`src/rtl/round_pkg.sv`:
```
// Shared helpers for the round-half-to-even arbiter: derived widths used by
// the top level and the rounding core.
package round_pkg;

  function automatic int id_width(input int n);
    return (n > 1) ? $clog2(n) : 1;
  endfunction

  function automatic int int_width(input int dw, input int fw);
    return dw - fw;
  endfunction

endpackage

```
`src/rtl/round_rne.sv`:
```
// Combinational round-half-to-even of an unsigned fixed-point word to its
// integer field; ovf flags the increment wrapping the integer field.
module round_rne
  import round_pkg::*;
#(
  parameter int DW = 16,
  parameter int FW = 8,
  localparam int IW = int_width(DW, FW)
) (
  input  logic [DW-1:0] a,
  output logic [IW-1:0] res,
  output logic          ovf
);

  logic [IW-1:0] w_int;
  logic          w_half;
  logic          w_tail;
  logic          w_up;
  logic [IW:0]   w_sum;

  assign w_int  = a[DW-1:FW];
  assign w_half = a[FW-1];
  assign w_tail = |a[FW-2:0];
  // Exact ties round toward the even integer.
  assign w_up   = w_half & (w_tail | w_int[0]);

  assign w_sum      = {1'b0, w_int} + {{IW{1'b0}}, w_up};
  assign {ovf, res} = w_sum;

endmodule

```
`src/rtl/round_arbiter.sv`:
```
// N-port round-robin front end sharing one rounding core; the rounded result
// is held in a single registered output slot tagged with its source port.
module round_arbiter
  import round_pkg::*;
#(
  parameter int N  = 4,
  parameter int DW = 16,
  parameter int FW = 8,
  localparam int IW = int_width(DW, FW),
  localparam int ID = id_width(N)
) (
  input  logic          clk,
  input  logic          rst,
  input  logic [N-1:0]  req_valid,
  input  logic [N*DW-1:0] req_data,
  output logic [N-1:0]  req_ready,
  output logic          out_valid,
  input  logic          out_ready,
  output logic [IW-1:0] out_data,
  output logic [ID-1:0] out_id,
  output logic          out_ovf
);

  logic [ID-1:0] r_ptr;
  logic          r_valid;
  logic [IW-1:0] r_data;
  logic [ID-1:0] r_id;
  logic          r_ovf;

  logic          w_accept;
  logic          w_found;
  logic [ID-1:0] w_grant;
  logic [ID-1:0] w_next_ptr;
  logic [DW-1:0] w_word;
  logic [IW-1:0] w_res;
  logic          w_ovf;

  function automatic int wrap_idx(input int base, input int k);
    int s;
    s = base + k;
    return (s >= N) ? s - N : s;
  endfunction

  // Held low during reset so no port sees a ready while the slot is cleared.
  assign w_accept = (!r_valid || out_ready) && !rst;

  // Each port's ready depends only on ports ahead of it in the search order,
  // never on its own valid, so producers may wait on ready before raising valid.
  always_comb begin
    // NOTE: every combinational output gets a default first; a path that
    // leaves one unassigned would infer a latch.
    req_ready = '0;
    w_found   = 1'b0;
    w_grant   = '0;
    w_word    = '0;
    for (int k = 0; k < N; k++) begin
      req_ready[wrap_idx(int'(r_ptr), k)] = w_accept && !w_found;
      if (!w_found && req_valid[wrap_idx(int'(r_ptr), k)]) begin
        w_found = 1'b1;
        w_grant = ID'(wrap_idx(int'(r_ptr), k));
        w_word  = req_data[wrap_idx(int'(r_ptr), k)*DW +: DW];
      end
    end
  end

  assign w_next_ptr = (int'(w_grant) + 1 >= N) ? '0 : w_grant + ID'(1);

  round_rne #(
    .DW (DW),
    .FW (FW)
  ) u_rne (
    .a   (w_word),
    .res (w_res),
    .ovf (w_ovf)
  );

  // NOTE: state registers use non-blocking assignments so every flop samples
  // pre-edge values; blocking here would create order-dependent simulation.
  always_ff @(posedge clk or posedge rst) begin
    if (rst) begin
      r_ptr   <= '0;
      r_valid <= 1'b0;
      r_data  <= '0;
      r_id    <= '0;
      r_ovf   <= 1'b0;
    end else if (w_accept) begin
      if (w_found) begin
        r_valid <= 1'b1;
        r_data  <= w_res;
        r_id    <= w_grant;
        r_ovf   <= w_ovf;
        r_ptr   <= w_next_ptr;
      end else begin
        r_valid <= 1'b0;
      end
    end
  end

  assign out_valid = r_valid;
  assign out_data  = r_data;
  assign out_id    = r_id;
  assign out_ovf   = r_ovf;

endmodule

```
`config.mk`:
```
export PLATFORM = sky130hd
export DESIGN_NAME = round_arbiter
export DESIGN_NICKNAME = d
export VERILOG_FILES = /design/src/rtl/round_pkg.sv /design/src/rtl/round_rne.sv /design/src/rtl/round_arbiter.sv
export SDC_FILE = /design/constraint.sdc
export NUM_CORES = 1
export LEC_CHECK = 0
export ABC_AREA = 1
export BUFFER_PORTS_ARGS = -buffer_cell sky130_fd_sc_hd__buf_2
export CORE_MARGIN = 3
export CORE_UTILIZATION = 45
export DETAILED_ROUTE_END_ITERATION = 8
export PLACE_DENSITY = 0.72
export REMOVE_ABC_BUFFERS = 1
export SYNTH_ARGS = -nofsm -noshare
export SYNTH_HDL_FRONTEND = slang
export SYNTH_SLANG_ARGS = --single-unit
```
`constraint.sdc`:
```
create_clock -name clk -period 8.9 [get_ports clk]
set_input_delay 1.78 -clock clk [delete_from_list [all_inputs] [get_ports clk]]
set_output_delay 1.78 -clock clk [all_outputs]
set_load 0.01 [all_outputs]
```
==> metrics.yaml <==
status:
  outcome: "complete, no violations"
min_path:
  hp-start: "out_data[5]$_DFFE_PP0P_"
  holdPathEnd: "out_data[5]$_DFFE_PP0P_"
  worstHoldPathType: "flip-flop to flip-flop"
  hold_depth: 2
critical_path:
  crit_family: "buffers and inverters"
  max_stage_delay_ns: 0.78
  timing.reg2reg.setup_slack_ns: 4.09
  crit_arrival_ns: 4.33
  crit_buf_inv: 6
  end_kind: "output pin"
  worstPathCellList: "buf_4 > inv_4 > ha_1 > inv_1 > nand3_2 > nand2_4 > nand2_1 > nor2_1 > inv_1 > nor2_1 > inv_1 > o21ai_0 > buf_2"
  setup.worst_path.start_class: "flip-flop"
  path_depth: 13
  crit_path_max_fanout: 86
  reg2reg_from: "r_ptr[0]$_DFFE_PP0P_"
  cp_slowest_cell: "inv_1"
  r2r_end: "out_data[7]$_DFFE_PP0P_"
  cp_common_cell: "inv_1"
  critical_path_class: "flip-flop to output pin"
  r2r_cells: 14
  crit_required_ns: 7.12
logic_synthesis:
  async_flop_share_pct: 100
  avgSynthCellArea_sq_um: 5.13
  ys_seq_area_share_pct: 11.4
  synth.distinct_cells: 39
  ys_ff_latch: 14
  synth_flop_cell: "dfrtp_1"
  yosysTopAreaCell: "nand2_1"
  ys_warn_count: 0
  synth_area_leaders: "nand2_1 33%, dfrtp_1 11%, o21ai_0 8.1%"
  synthCells: 600
  synth_area_sq_um: 3080
  synth-edff-count: 0
  synth_top_area_share_pct: 32.8
cells_and_area:
  n_antenna_cell: 0
  regArea_sq_um: 352
  finish.net_count: 747
  final_cell_mix: "269 x nand2_1, 86 x buf_2, 63 x inv_1, 50 x o21ai_0, 49 x nand3_1"
  multi_input_area_sq_um: 2320
  final_common_cell: "nand2_1"
  n_fill_cell: 692
  drive_gt1_share_pct: 18.2
  synthToLayoutAreaGrowth_pct: 14.6
clocking:
  cts.sinks: 14
  clock_latency_ns: 0.25
  max-clock-path-buffers: 2
  holdBufCountCts: 0
  ctsHtreeMaxLevel: 1
  cts_resized: 0
  path_clk_slew_ns: 0.06
  cts_root_buffer: "clkbuf_8"
  cts_tree: "built"
  numCtsBuffers: 3
  postCtsSetupBuffers: 0
power:
  pwr-share-clk_pct: 4.3
  switching_power_mw: 0.912
  pwr-share-comb_pct: 88.3
  power_density_nw_per_um2: 410
  power.internal_mw: 0.534
  power.leakage_nw: 2.08
  power_frac_seq_pct: 7.4
  switching_share_pct: 63.1
  peakVddDrop_mv: 0.180
placement:
  io_buffers: 86
  pre_cts_slack_ns: 3.10
  hpwl_mm: 6.99
  gp_congestion: 0.918
drt:
  avgViaCountPerCell: 5.31
  drc: 0
  dr.pass1.iters: 4
  routedWlPerCell_um: 12.3
  drt_iter0_markers: 263
  wirelength_met1_mm: 4.24
  dr_wl_met2_mm: 4.31
  wl_mm: 9.14
  met3WireLength_um: 458
  vias: 3939
  dr.max_layer_used: "met4"
  ant_nets: 0
timing:
  relSlewSlack_pct: 41.8
  slew_violations: 0
  fin_tns_setup_ns: 0
  max_freq_mhz: 164
  finalHoldViolCount: 0
  setup_viol: 0
  fin_skew_ns: 0.00165
  period_minus_slack_ns: 6.11
  period_share_pct: 68.7
  setup_ws_ns: 2.79
  worst_pin_slew_ns: 0.872
  rsz0062_at_grt: "no"
global_route:
  track_usage_pct: 23.7
  antenna_found_initial: 0
  grt_pass1_vias: 3651
  grt_max_degree: 87
  grt_pass1_wl_mm: 15.4
  overflow: 0
die:
  std_cell_rows: 29
  core-area_sq_um: 6490
  ios: 87
  die_h_um: 88.7
  die_width_um: 88.7
  dieArea_sq_um: 7870
  start_util_pct: 47.4
flow_run:
  cap_violations: 0
## power by group through the flow
stage	combinational [mW]	clock [mW]	sequential [mW]
5_1_grt	1.46	0.0664	0.109
4_1_cts	1.26	0.0650	0.106
2_1_floorplan	0.905	0	0.164
3_5_place_dp	1.26	0	0.106
3_3_place_gp	1.24	0	0.106
6_report	1.28	0.0623	0.106
## worst max path at each step
stage | from | slack (ns) | to
5_1_grt | r_ptr[0]$_DFFE_PP0P_ | 2.31 | req_ready[0]
3_3_place_gp | r_ptr[0]$_DFFE_PP0P_ | 3.25 | req_ready[1]
6_report | r_ptr[0]$_DFFE_PP0P_ | 2.79 | req_ready[3]
4_1_cts | r_ptr[0]$_DFFE_PP0P_ | 2.82 | req_ready[1]
3_5_place_dp | r_ptr[0]$_DFFE_PP0P_ | 3.10 | req_ready[1]
2_1_floorplan | r_ptr[0]$_DFFE_PP0P_ | 2.91 | req_ready[0]
## registers in the layout, indices dropped and copies added, names as in the netlist
signal,flops
out_ovf,1
out_data,8
out_valid,1
out_id,2
r_ptr,2
## per-stage QoR
step                      std cells  instance area, sq um  utilization [%]  power, mW  hold slack (ns)
final                           742                  3530             54.3       1.45            0.482
after global routing            742                  3530             54.3       1.64            0.516
after CTS                       742                  3530             54.3       1.44            0.481
after detailed placement        738                  3470             53.4       1.37            0.469
after global placement          738                  3470             53.4       1.34            0.462
after floorplan                 573                  2930                -       1.07            0.515
## logic make-up after synthesis
kind of cell / count (synthesis) / share of synthesized area, %
AND/OR/NAND/NOR: 401 / 56.4
buffers and inverters: 95 / 13.3
AO/OA/AOI/OAI: 78 / 14.2
flip-flops: 14 / 11.4
adder cells (fa/ha/maj): 10 / 4.07
XOR/XNOR: 1 / 0.285
multiplexers: 1 / 0.325
## worst reg2reg max path, cell delays in order (launching register included)
cell and delay (ns):
dfrtp_2 0.34, buf_4 0.57, inv_4 0.43, ha_1 0.72
inv_1 0.78, nand3_2 0.20, nand2_4 0.17, inv_4 0.07
nor2_8 0.16, nand3_1 0.12, nand2_1 0.39, inv_1 0.31
or2_2 0.34, nand2_1 0.07, nor2_1 0.04
## cell usage after synthesis (2+ instances only)
cell type and number:
nor2_1 44, a211oi_1 2, o21a_1 3, dfrtp_1 14
nor3_1 5, buf_4 5, nand2_2 7, inv_2 3
inv_1 63, clkbuf_1 7, a21oi_1 7, buf_2 12
nand4_1 12, nand3_2 5, nor2_8 2, inv_4 2
o211ai_1 3, o21ai_0 50, a31oi_1 4, a22oi_1 2
buf_6 2, nand2_4 3, nand3_1 49, nand2_1 269
ha_1 10, nor2_2 2
## area by class of cell
type / instances / area share, %
clock buffers: 4 / 1.56
inverters: 68 / 7.38
repair buffers: 88 / 12.6
well taps: 77 / 2.73
multi-input cells: 491 / 65.7
flip-flops and latches: 14 / 9.97
## per-layer routing
layer	track usage, %	vias up
met5	0	-
met4	4.81	0
met3	3.17	18
met2	42.2	113
met1	30.3	1775
li1	-	2033
No activity file was read; power rests on OpenSTA's default activity.
